**config.mk**
```make
export PLATFORM = sky130hd
export DESIGN_NAME = uart_word_tx_flat
export DESIGN_NICKNAME = d
export VERILOG_FILES = /design/src/rtl/uart_word_tx_if.sv /design/src/rtl/uart_word_tx.sv /design/src/flat_wrapper.sv
export SDC_FILE = /design/constraint.sdc
export NUM_CORES = 1
export LEC_CHECK = 0
export CORE_UTILIZATION = 53
export CTS_CLUSTER_SIZE = 10
export DETAILED_ROUTE_END_ITERATION = 8
export HOLD_SLACK_MARGIN = 0.12
export PLACE_DENSITY = 0.81
export SETUP_SLACK_MARGIN = 0.3
export SLEW_MARGIN = 40
export SYNTH_ARGS = -nofsm -noshare
export SYNTH_HDL_FRONTEND = slang
export SYNTH_SLANG_ARGS = --single-unit
```
**constraint.sdc**
```tcl
create_clock -name clk_100 -period 2.7 [get_ports clk_100]
set_input_delay 0.54 -clock clk_100 [delete_from_list [all_inputs] [get_ports clk_100]]
set_output_delay 0.54 -clock clk_100 [all_outputs]
set_load 0.01 [all_outputs]
```
**src/rtl/uart_word_tx_if.sv**
```systemverilog
// Control, memory-read and serial-output signals of the word transmitter.
// The slave side is uart_word_tx; the master side is the controller plus memory.
interface uart_word_tx_if;
  logic        start;
  logic [15:0] start_addr;
  logic [15:0] end_addr;
  logic [15:0] mem_data;
  logic [15:0] mem_addr;
  logic        tx;
  logic        busy;
  logic        done;
  logic        led_tx;

  modport master (
    output start, start_addr, end_addr, mem_data,
    input  mem_addr, tx, busy, done, led_tx
  );

  modport slave (
    input  start, start_addr, end_addr, mem_data,
    output mem_addr, tx, busy, done, led_tx
  );
endinterface

```
**src/rtl/uart_word_tx.sv**
```systemverilog
// Streams memory words start_addr..end_addr (inclusive, 16-bit wrapping) out of tx
// as two 8N1 bytes per word, high byte first, with its own baud counter.
module uart_word_tx #(
  parameter int BAUD_DIV    = 868,
  parameter int MEM_LATENCY = 1
) (
  input  logic          clk_100,
  input  logic          rst,
  uart_word_tx_if.slave bus
);

  localparam logic [3:0] S_IDLE      = 4'd0;
  localparam logic [3:0] S_FETCH     = 4'd1;
  localparam logic [3:0] S_WAIT      = 4'd2;
  localparam logic [3:0] S_LATCH     = 4'd3;
  localparam logic [3:0] S_START_BIT = 4'd4;
  localparam logic [3:0] S_DATA_BITS = 4'd5;
  localparam logic [3:0] S_STOP_BIT  = 4'd6;
  localparam logic [3:0] S_NEXT      = 4'd7;
  localparam logic [3:0] S_FINISH    = 4'd8;

  localparam logic [15:0] BAUD_LAST = 16'(BAUD_DIV - 1);
  localparam logic [1:0]  WAIT_LAST = 2'(MEM_LATENCY - 1);

  logic [3:0]  state;
  logic [15:0] baud_cnt;
  logic [1:0]  wait_cnt;
  logic [2:0]  bit_cnt;
  logic [15:0] mem_addr_q;
  logic [15:0] end_addr_q;
  logic [7:0]  shifter;
  logic [7:0]  word_lo;
  logic        byte_sel;
  logic        tx_q;
  logic        busy_q;
  logic        done_q;
  logic        bit_end;

  assign bit_end = (baud_cnt == BAUD_LAST);

  assign bus.tx       = tx_q;
  assign bus.busy     = busy_q;
  assign bus.done     = done_q;
  assign bus.led_tx   = busy_q;
  assign bus.mem_addr = mem_addr_q;

  // tx is driven from a flop that is updated on each bit boundary, so the pin
  // changes exactly once per bit and never follows an input combinationally.
  always_ff @(posedge clk_100) begin
    if (rst) begin
      state      <= S_IDLE;
      baud_cnt   <= '0;
      wait_cnt   <= '0;
      bit_cnt    <= '0;
      mem_addr_q <= '0;
      end_addr_q <= '0;
      shifter    <= '0;
      word_lo    <= '0;
      byte_sel   <= 1'b0;
      tx_q       <= 1'b1;
      busy_q     <= 1'b0;
      done_q     <= 1'b0;
    end else begin
      // NOTE: every register here uses <= so all next-state terms read the
      // values from before this edge, regardless of statement order.
      done_q <= 1'b0;
      case (state)
        S_IDLE: begin
          if (bus.start) begin
            end_addr_q <= bus.end_addr;
            mem_addr_q <= bus.start_addr;
            busy_q     <= 1'b1;
            wait_cnt   <= '0;
            state      <= S_WAIT;
          end
        end

        S_FETCH: state <= S_IDLE;

        S_WAIT: begin
          if (wait_cnt == WAIT_LAST) state <= S_LATCH;
          else                       wait_cnt <= wait_cnt + 2'd1;
        end

        S_LATCH: begin
          word_lo  <= bus.mem_data[7:0];
          shifter  <= bus.mem_data[15:8];
          byte_sel <= 1'b0;
          baud_cnt <= '0;
          tx_q     <= 1'b0;
          state    <= S_START_BIT;
        end

        S_START_BIT: begin
          if (bit_end) begin
            baud_cnt <= '0;
            bit_cnt  <= '0;
            tx_q     <= shifter[0];
            shifter  <= {1'b0, shifter[7:1]};
            state    <= S_DATA_BITS;
          end else begin
            baud_cnt <= baud_cnt + 16'd1;
          end
        end

        S_DATA_BITS: begin
          if (bit_end) begin
            baud_cnt <= '0;
            if (bit_cnt == 3'd7) begin
              tx_q  <= 1'b1;
              state <= S_STOP_BIT;
            end else begin
              tx_q    <= shifter[0];
              shifter <= {1'b0, shifter[7:1]};
              bit_cnt <= bit_cnt + 3'd1;
            end
          end else begin
            baud_cnt <= baud_cnt + 16'd1;
          end
        end

        S_STOP_BIT: begin
          if (bit_end) begin
            baud_cnt <= '0;
            // Low byte follows the high byte with no idle cycle in between.
            if (!byte_sel) begin
              shifter  <= word_lo;
              byte_sel <= 1'b1;
              tx_q     <= 1'b0;
              state    <= S_START_BIT;
            end else begin
              state <= S_NEXT;
            end
          end else begin
            baud_cnt <= baud_cnt + 16'd1;
          end
        end

        S_NEXT: begin
          if (mem_addr_q == end_addr_q) begin
            busy_q <= 1'b0;
            done_q <= 1'b1;
            state  <= S_FINISH;
          end else begin
            mem_addr_q <= mem_addr_q + 16'd1;
            wait_cnt   <= '0;
            state      <= S_WAIT;
          end
        end

        S_FINISH: state <= S_IDLE;

        default: state <= S_IDLE;
      endcase
    end
  end

endmodule

```
**src/flat_wrapper.sv**
```systemverilog
// flat-port wrapper written by rule: the top's interface ports become plain ports
module uart_word_tx_flat 
#(
  parameter int BAUD_DIV    = 868,
  parameter int MEM_LATENCY = 1
)
  (clk_100, rst, bus_start, bus_start_addr, bus_end_addr, bus_mem_data, bus_mem_addr, bus_tx, bus_busy, bus_done, bus_led_tx);
  uart_word_tx_if bus_i ();
  input  logic clk_100;
  input  logic rst;
  input wire logic [$bits(bus_i.start)-1:0] bus_start;
  input wire logic [$bits(bus_i.start_addr)-1:0] bus_start_addr;
  input wire logic [$bits(bus_i.end_addr)-1:0] bus_end_addr;
  input wire logic [$bits(bus_i.mem_data)-1:0] bus_mem_data;
  output wire logic [$bits(bus_i.mem_addr)-1:0] bus_mem_addr;
  output wire logic [$bits(bus_i.tx)-1:0] bus_tx;
  output wire logic [$bits(bus_i.busy)-1:0] bus_busy;
  output wire logic [$bits(bus_i.done)-1:0] bus_done;
  output wire logic [$bits(bus_i.led_tx)-1:0] bus_led_tx;
  assign bus_i.start = bus_start;
  assign bus_i.start_addr = bus_start_addr;
  assign bus_i.end_addr = bus_end_addr;
  assign bus_i.mem_data = bus_mem_data;
  assign bus_mem_addr = bus_i.mem_addr;
  assign bus_tx = bus_i.tx;
  assign bus_busy = bus_i.busy;
  assign bus_done = bus_i.done;
  assign bus_led_tx = bus_i.led_tx;
  uart_word_tx #(.BAUD_DIV(BAUD_DIV), .MEM_LATENCY(MEM_LATENCY)) u_core (.clk_100(clk_100), .rst(rst), .bus(bus_i));
endmodule
```
After elaboration in Yosys (flattened, before gate mapping)
Cells that the tools add are included.

word-level totals
  register bits = 77
  bits in latches = 0
  RAM bits = 0
  bits in read-only memories = 0
  bits of input ports = 51
  logic and storage cells = 96
  memories kept = 0

operators by class
  add/sub/neg operators = 4
  $mul = 0
  divide/modulo/power cells = 0
  magnitude comparators = 0
  equal/unequal tests = 20
  shift operators = 0
  mux-type cells = 40
  bitwise gates (word level) = 1
  reduce and logical (&&, ||, !) cells = 19

operator list
  operator                 count
  $pmux W16 S2             2
  $mux W16                 3
  $mux W8                  5
  $add A16 B1 Y16 const B  2
  $pmux W8 S4              1
  $mux W4                  7
  $pmux W4 S7              1
  $eq A16 B10 Y1 const B   1
  $eq A16 B16 Y1           1
  $eq A4 B3 Y1 const B     4
  $ne A2 B1 Y1 const B     6
  $reduce_and A6 Y1        2
  $ne A2 B2 Y1 const B     5
  $mux W1                  9
  $mux W3                  3
  $eq A4 B2 Y1 const B     2
  $mux W2                  4
  $reduce_and A4 Y1        2
  $reduce_bool A2 Y1       4
  $pmux W2 S3              1
  $pmux W3 S2              1
  $reduce_and A3 Y1        2
  $reduce_and A5 Y1        1
  $logic_not A4 Y1         1
  12 further kinds         14

Longest topological paths before layout
Gate-level depths: netlist of run 1.

  word-level depth = 4
  mapped depth = 9
  gate-level depth less buffers = 7

Worst setup path before layout of run 1
Ideal clock, no wire load.

  kind = register to register
  start point = reg u_core.baud_cnt[10]
  end point = reg u_core.baud_cnt[4]
  setup time = 0.132 ns
  arrival time = 1.815 ns
  data required time = 2.568 ns
  path slack = 0.753 ns
  stages on the path, launching flop included = 9
  period minus slack after synthesis = 1.947 ns
  cell sequence = dfxtp_1 > buf_2 > or4_4 > nor4_4 > buf_4 > nor2_2 > buf_2 > a211oi_1 > nor3_1

between the ends
  longest elaborated chain between the ends = 3

RTL lines
  element                 RTL line                                                      text
  start, declared         uart_word_tx.sv:26                                            logic [15:0] baud_cnt;
  start signal, assigned  uart_word_tx.sv:102                                           baud_cnt <= baud_cnt + 16'd1;
  start signal, assigned  uart_word_tx.sv:118                                           baud_cnt <= baud_cnt + 16'd1;
  start signal, assigned  uart_word_tx.sv:135                                           baud_cnt <= baud_cnt + 16'd1;
  $eq A16 B10 Y1          uart_word_tx.sv:39                                            assign bit_end = (baud_cnt == BAUD_LAST);
  $mux W16                uart_word_tx.sv:95, uart_word_tx.sv:107, uart_word_tx.sv:123
  $pmux W16 S2            uart_word_tx.sv:67                                            case (state)

Every way passes these cells.
A chain may end at the register's enable or synchronous reset.

Final worst setup path of run 1
  start point = reg u_core.baud_cnt[11]
  end point = reg u_core.shifter[0]

between the ends
  longest elaborated chain between the ends = 3
  elaborated cells on any way between the ends = 5
  those cells by class = 4 x eq/ne; 1 x reduce/logical

RTL lines
  element                        RTL line             text
  $eq A16 B10 Y1 *               uart_word_tx.sv:39
  $ne A2 B1 Y1 (no line)         --
  $reduce_and A6 Y1 (no line) *  --
  end signal, assigned           uart_word_tx.sv:87   shifter <= bus.mem_data[15:8];
  end signal, assigned           uart_word_tx.sv:99   shifter <= {1'b0, shifter[7:1]};
  end signal, assigned           uart_word_tx.sv:114  shifter <= {1'b0, shifter[7:1]};
  end, declared                  uart_word_tx.sv:31   logic [7:0] shifter;

Every way passes the cells marked *; elsewhere a longest branch is shown, timed or not.

==> results of run 1 <==
-- through the flow --
step / util (%) / setup slack (ns) / hold WS [ns] / instance area, um^2
3_3_place_gp: 66.9 / 0.491 / 0.443 / 4960
4_1_cts: 70.2 / 0.376 / 0.461 / 5200
6_report: 70.3 / 0.414 / 0.459 / 5210
2_1_floorplan: - / 0.753 / 0.436 / 4160
3_5_place_dp: 66.9 / 0.403 / 0.450 / 4960
5_1_grt: 70.3 / 0.334 / 0.483 / 5210
-- area by class of cell --
class | instances | area (um^2) | area share, %
Multi-Input combinational cell | 402 | 2420 | 46.4
Timing Repair Buffer | 92 | 861 | 16.5
Clock inverter | 6 | 111 | 2.14
Sequential cell | 77 | 1540 | 29.6
Inverter | 7 | 26.3 | 0.504
Tap cell | 99 | 124 | 2.38
Clock buffer | 10 | 128 | 2.45
-- repair_timing --
| action | in CTS | in global routing |
|---|---|---|
| endpoints found under the setup margin | 0 | 11 |
| hold endpoints to repair | 0 | 0 |
| gates resized for setup | 0 | 3 |
-- metal layers --
| metal | wire length, um | up-vias |
|---|---|---|
| met3 | 803 | 28 |
| met2 | 5520 | 210 |
| met5 | 0 | - |
| met4 | 266 | 0 |
| met1 | 4880 | 1973 |
| li1 | - | 2066 |
-- path summary, 6_finish.rpt --
| kind | start | to | cells after the start |
|---|---|---|---|
| worst max-delay path | u_core.baud_cnt[11] | u_core.shifter[0] | 5 |
| worst min-delay path | u_core.word_lo[6] | u_core.word_lo[6] | 2 |
| worst max register to register | u_core.baud_cnt[11] | u_core.shifter[0] | 5 |
| worst min register to register | u_core.word_lo[6] | u_core.word_lo[6] | 2 |
-- where the power goes --
group | internal, mW | switching [mW]
Combinational | 0.561 | 0.665
Sequential | 1.30 | 0.202
Clock | 0.614 | 0.439
-- kinds of logic after synthesis --
family          after synthesis
mux                           6
fa+ha+maj                     5
buf+inv                      50
compound gates              158
simple gates                215
xor+xnor                     18
flops                        77
-- worst reg2reg max path, cell delays in order, from the launching register on --
cell,delay [ns]
dfxtp_1,0.36
or4_4,0.57
nor4_4,0.40
a21o_2,0.32
and2_1,0.35
a311oi_1,0.15
-- layout by cell type (no fill, tap or decap), drive strengths merged, types with 3 or more instances in the layout --
cell type	Yosys	routed
nor4	8	8
nor3b	3	3
buf	18	23
inv	6	6
a21oi	54	54
a41oi	5	5
clkinv	1	3
nor2	29	29
xor2	18	18
nand3	18	18
nor2b	4	4
a31oi	6	6
and4	4	4
nand4	6	6
a211oi	10	10
clkdlybuf4s50	0	69
o32ai	4	4
or4	4	4
a22oi	13	13
nand3b	5	5
clkbuf	25	10
bufinv	0	3
a311oi	18	18
dfxtp	77	77
a22o	8	8
nor3	17	17
nand2b	4	4
and2	6	6
o211ai	3	3
ha	5	5
o21ai	20	20
mux2i	5	5
nand2	94	94
and3	3	3
-- flip-flops by register name, summed over array words and instances (netlist names), 2 cells and up --
signal               cells
u_core.word_lo           8
u_core.shifter           8
u_core.wait_cnt          2
u_core.state             4
u_core.bus.mem_addr     16
u_core.baud_cnt         16
u_core.bit_cnt           3
u_core.end_addr_q       16
==> results.cfg, run 1 <==
[critical_path]
cpLargestDelayFamily = simple AND/OR/NAND/NOR gates
worstPathRequired_ns = 2.92
worstPathMaxFanout = 11
crit_path_cell_trace = or4_4 > nor4_4 > a21o_2 > and2_1 > a311oi_1
slowest_delay_ns = 0.57
start_kind = register
cpMaxStageDelayCell = or4_4
critPathBufInv = 0
endpoint_kind = register
critPathKind = reg -> reg
arrival_ns = 2.51
r2r_setup_slack_ns = 0.41

[logic_synthesis]
synthTopCellsByArea = dfxtp_1 (37%), nand2_1 (8.5%), a21oi_1 (6.5%)
yosys-top-cells-count = nand2_1 (94), dfxtp_1 (77), a21oi_1 (54)
yosys_warnings = 0
yosysSeqAreaShare_pct = 37.0
synth_xor_area_share_pct = 3.79
synth_cell_types = 61
synth.largest_area_cell = dfxtp_1
synth_top_family_by_area = compound AO/OA/AOI/OAI gates
synth_compound_area_share_pct = 25.5
async_flop_share_pct = 0
synth_fa_ha_area_share_pct = 1.50
synth.top_cell.area_share_pct = 37.0
synth.most_common_cell = nand2_1
yosys_register_bits = 77
synth_flop_cell = dfxtp_1
avgSynthCellArea_um2 = 7.87
netlist_area_um2 = 4160
synth-simple-area-share_pct = 25.5
synth.net_count = 585
synth_cells = 529
synthMuxAreaShare_pct = 1.47
synth_edf_count = 0

[placement]
gp_congestion = 0.872
io_buffers = 70
dpl.cell_count = 677
hpwl_mm = 7.73

[timing]
worstMarginPinSlew_ns = 0.717
tns_ns = 0
min_period_over_period_pct = 84.7
max_freq_ghz = 0.438
finClkSkew_ns = 0.0110
hold_violations = 0
rsz0062_at_grt = false
drv_slew = 0
finalCriticalPeriod_ns = 2.29
setup_viol = 0
slew_headroom_pct = 52.2

[detailed_routing]
wl_per_cell_um = 16.5
ant_nets = 0
dr_total_vias = 4277
drc = 0
via_per_inst = 6.17
finalWirelength_mm = 11.5
drt-initial-drc-count = 353
dr.pass1.iters = 5

[global_routing]
grt_pass1_vias = 3904
grt.busiest_layer = met2
grt_use_met3_pct = 4.55
grt_pass1_wl_mm = 19.0
grt_util_met2_pct = 46.0
grt-ovfl-total = 0
grt_usage_pct = 28.5
grt_max_degree = 41
use_met1_pct = 37.5
antenna_found_initial = 0

[floorplanning]
die-area_um2 = 8210
num_rows = 31
initial_core_util_pct = 56.2
ios = 71
die_w_um = 90.6
dieHeight_um = 90.6
core_area_um2 = 7410

[run]
cap_violations = 0

[finish]
fin_cells = 693
area_delta_synth_final_pct = 25.2
drive_gt1_share_pct = 8.75
n_antenna_cell = 0
final_nets = 645
fill_cells = 599

[cts]
clk_latency_ns = 0.36
holdBufCountCts = 0
numCtsBuffers = 9
cts_max_level = 3
cts_buffer_depth = 2
clock-root-buffer = clkbuf_8
clkTransAtPathRegs_ns = 0.08
tritoncts = done
cts_sinks = 77
postCtsSetupBuffers = 0

[outcome]
outcome = finished, final reports clean

[power]
p_per_area_nw_per_um2 = 725
ir_drop_mv = 0.356
leakage_nw = 1.85
p_total_mw = 3.78

[min_path]
min_path_type = reg -> reg
No activity file was read; power rests on OpenSTA's default activity.
==> run 2: changes to the inputs <==
--- a/config.mk
+++ b/config.mk
@@ -5,11 +5,11 @@
 export SDC_FILE = /design/constraint.sdc
 export NUM_CORES = 1
 export LEC_CHECK = 0
-export CORE_UTILIZATION = 53
+export CORE_UTILIZATION = 48
 export CTS_CLUSTER_SIZE = 10
 export DETAILED_ROUTE_END_ITERATION = 8
 export HOLD_SLACK_MARGIN = 0.12
-export PLACE_DENSITY = 0.81
+export PLACE_DENSITY = 0.77
 export SETUP_SLACK_MARGIN = 0.3
 export SLEW_MARGIN = 40
 export SYNTH_ARGS = -nofsm -noshare
==> constraint.sdc (replaced) <==
create_clock -name clk_100 -period 2.1 [get_ports clk_100]
set_input_delay 0.42 -clock clk_100 [delete_from_list [all_inputs] [get_ports clk_100]]
set_output_delay 0.42 -clock clk_100 [all_outputs]
set_load 0.01 [all_outputs]
==> results.cfg, run 2 (same netlist as run 1, synthesis figures left out) <==
[floorplanning]
ios = 71
die_w_um = 95.1
dieHeight_um = 95.1
num_rows = 33
initial_core_util_pct = 50.2
die-area_um2 = 9050
core_area_um2 = 8300

[global_routing]
grt_usage_pct = 29.5
grt_max_degree = 41
grt_pass1_wl_mm = 20.8
grt-ovfl-total = 0
grt_pass1_vias = 4350
antenna_found_initial = 0
grt.busiest_layer = met2
use_met1_pct = 38.5
grt_util_met2_pct = 47.3
grt_use_met3_pct = 4.63

[run]
cap_violations = 0

[cts]
cts_sinks = 77
cts_max_level = 3
cts_buffer_depth = 2
tritoncts = done
clock-root-buffer = clkbuf_8
numCtsBuffers = 9
clkTransAtPathRegs_ns = 0.08
clk_latency_ns = 0.36

[outcome]
outcome = finished, final reports clean

[timing]
max_freq_ghz = 0.503
tns_ns = 0
drv_slew = 0
finalCriticalPeriod_ns = 1.99
setup_viol = 0
rsz0062_at_grt = true
fin_ws_ns = 0.110
hold_violations = 0
worstMarginPinSlew_ns = 0.477
slew_headroom_pct = 68.2
finClkSkew_ns = 0.0139
min_period_over_period_pct = 94.7

[power]
p_clk_share_pct = 20.4
ir_drop_mv = 0.438
internal_power_mw = 3.08
leakage_nw = 2.22
seqPwrFrac_pct = 37.4
power_switching_mw = 1.91
p_total_mw = 4.99
swShare_pct = 38.3
pwr-share-comb_pct = 42.2
p_per_area_nw_per_um2 = 848

[placement]
gp_congestion = 0.862
dp_slack_ns = -0.0365
dpl.cell_count = 714
hpwl_mm = 8.41
io_buffers = 70

[finish]
fin_cells = 747
fill_cells = 651
drive_gt1_share_pct = 25.1
layout_common_cells = nand2_1 (92), dfxtp_1 (61), clkdlybuf4s50_1 (56)
n_antenna_cell = 0
area_delta_synth_final_pct = 41.3
layout_commonest_cell = nand2_1
final_nets = 693

[critical_path]
critPathKind = reg -> reg
start_kind = register
endpoint_kind = register
cpMaxStageDelayCell = or4_4
arrival_ns = 2.29
reg2reg_depth = 6
r2r_end = u_core.state[1]
r2r_setup_slack_ns = 0.11
crit_path_cell_trace = or4_4 > nor4_4 > buf_6 > o21ai_4 > or4_1 > o21ai_1
slowest_delay_ns = 0.54
worstPathMaxFanout = 4
rr_startpoint = u_core.baud_cnt[3]
worstPathRequired_ns = 2.40

[min_path]
hold_end = u_core.baud_cnt[0]
holdPathStages = 2
min_path_type = in -> reg
min_from = rst

[detailed_routing]
finalWirelength_mm = 13.2
drc = 0
wl_per_cell_um = 17.6
drt-initial-drc-count = 360
dr_total_vias = 4597
ant_nets = 0
dr.pass1.iters = 5
via_per_inst = 6.15
==> run 2: worst max path at each step <==
stage / start / end / slack [ns] / cells past startpoint
2_1_floorplan: u_core.baud_cnt[10] / u_core.baud_cnt[4] / 0.21 / 8
3_3_place_gp: bus_start / u_core.bus.mem_addr[3] / 0.03 / 6
3_5_place_dp: bus_start / u_core.bus.mem_addr[3] / -0.04 / 6
4_1_cts: u_core.baud_cnt[3] / u_core.state[1] / 0.13 / 6
5_1_grt: u_core.baud_cnt[3] / u_core.state[1] / 0.05 / 6
6_report: u_core.baud_cnt[3] / u_core.state[1] / 0.11 / 6
==> run 2: per-stage QoR <==
step	cell area [um^2]	utilization, %	hold WS (ns)
after global routing	5880	70.9	0.462
after floorplan	4230	-	0.436
after detailed placement	5240	63.1	0.447
final	5880	70.9	0.427
after CTS	5640	67.9	0.415
after global placement	5240	63.1	0.442
==> run 2: what timing repair did <==
action                     in CTS  in global routing
cloned                          4                  1
hold buffers                    0                  0
buffers inserted                9                  3
setup endpoints to repair      62                 49
pin swaps                      15                 24
resized for setup              62                 44
==> run 2: routing by layer <==
metal	wire, um	vias up
met5	0	-
met4	270	0
li1	-	2161
met1	5650	2182
met3	1010	27
met2	6250	227
==> run 2: worst max-delay path, delay by kind of cell (launching register included) <==
kind / cells / cell delay, ns
DFF: 1 / 0.33
and+or+nand+nor: 3 / 1.25
AOI/OAI and AO/OA: 2 / 0.18
buffers and inverters: 1 / 0.17
==> run 2: area by class of cell <==
cell class                      count  area (um^2)  area share [%]
Clock inverter                      6         40.0           0.680
Inverter                            7         26.3           0.447
Clock buffer                       10          128            2.17
Tap cell                          105          131            2.23
Multi-Input combinational cell    404         2760            46.8
Timing Repair Buffer              138         1240            21.1
Sequential cell                    77         1560            26.6
==> run 2: power groups by stage <==
stage | clock, mW | sequential [mW] | combinational (mW)
after CTS | 1.01 | 1.85 | 1.90
after global placement | 0 | 1.87 | 1.72
after floorplan | 0 | 1.87 | 1.07
after detailed placement | 0 | 1.87 | 1.77
after global routing | 1.09 | 1.89 | 2.28
final | 1.02 | 1.87 | 2.10
==> run 3: changes to the inputs <==
--- a/config.mk
+++ b/config.mk
@@ -8,7 +8,7 @@
 export CORE_UTILIZATION = 48
 export CTS_CLUSTER_SIZE = 10
 export DETAILED_ROUTE_END_ITERATION = 8
-export HOLD_SLACK_MARGIN = 0.12
+export HOLD_SLACK_MARGIN = 0.06
 export PLACE_DENSITY = 0.77
 export SETUP_SLACK_MARGIN = 0.3
 export SLEW_MARGIN = 40
==> results of run 3 <==
No change in the layout: final DEF, timing and power equal those of run 2.
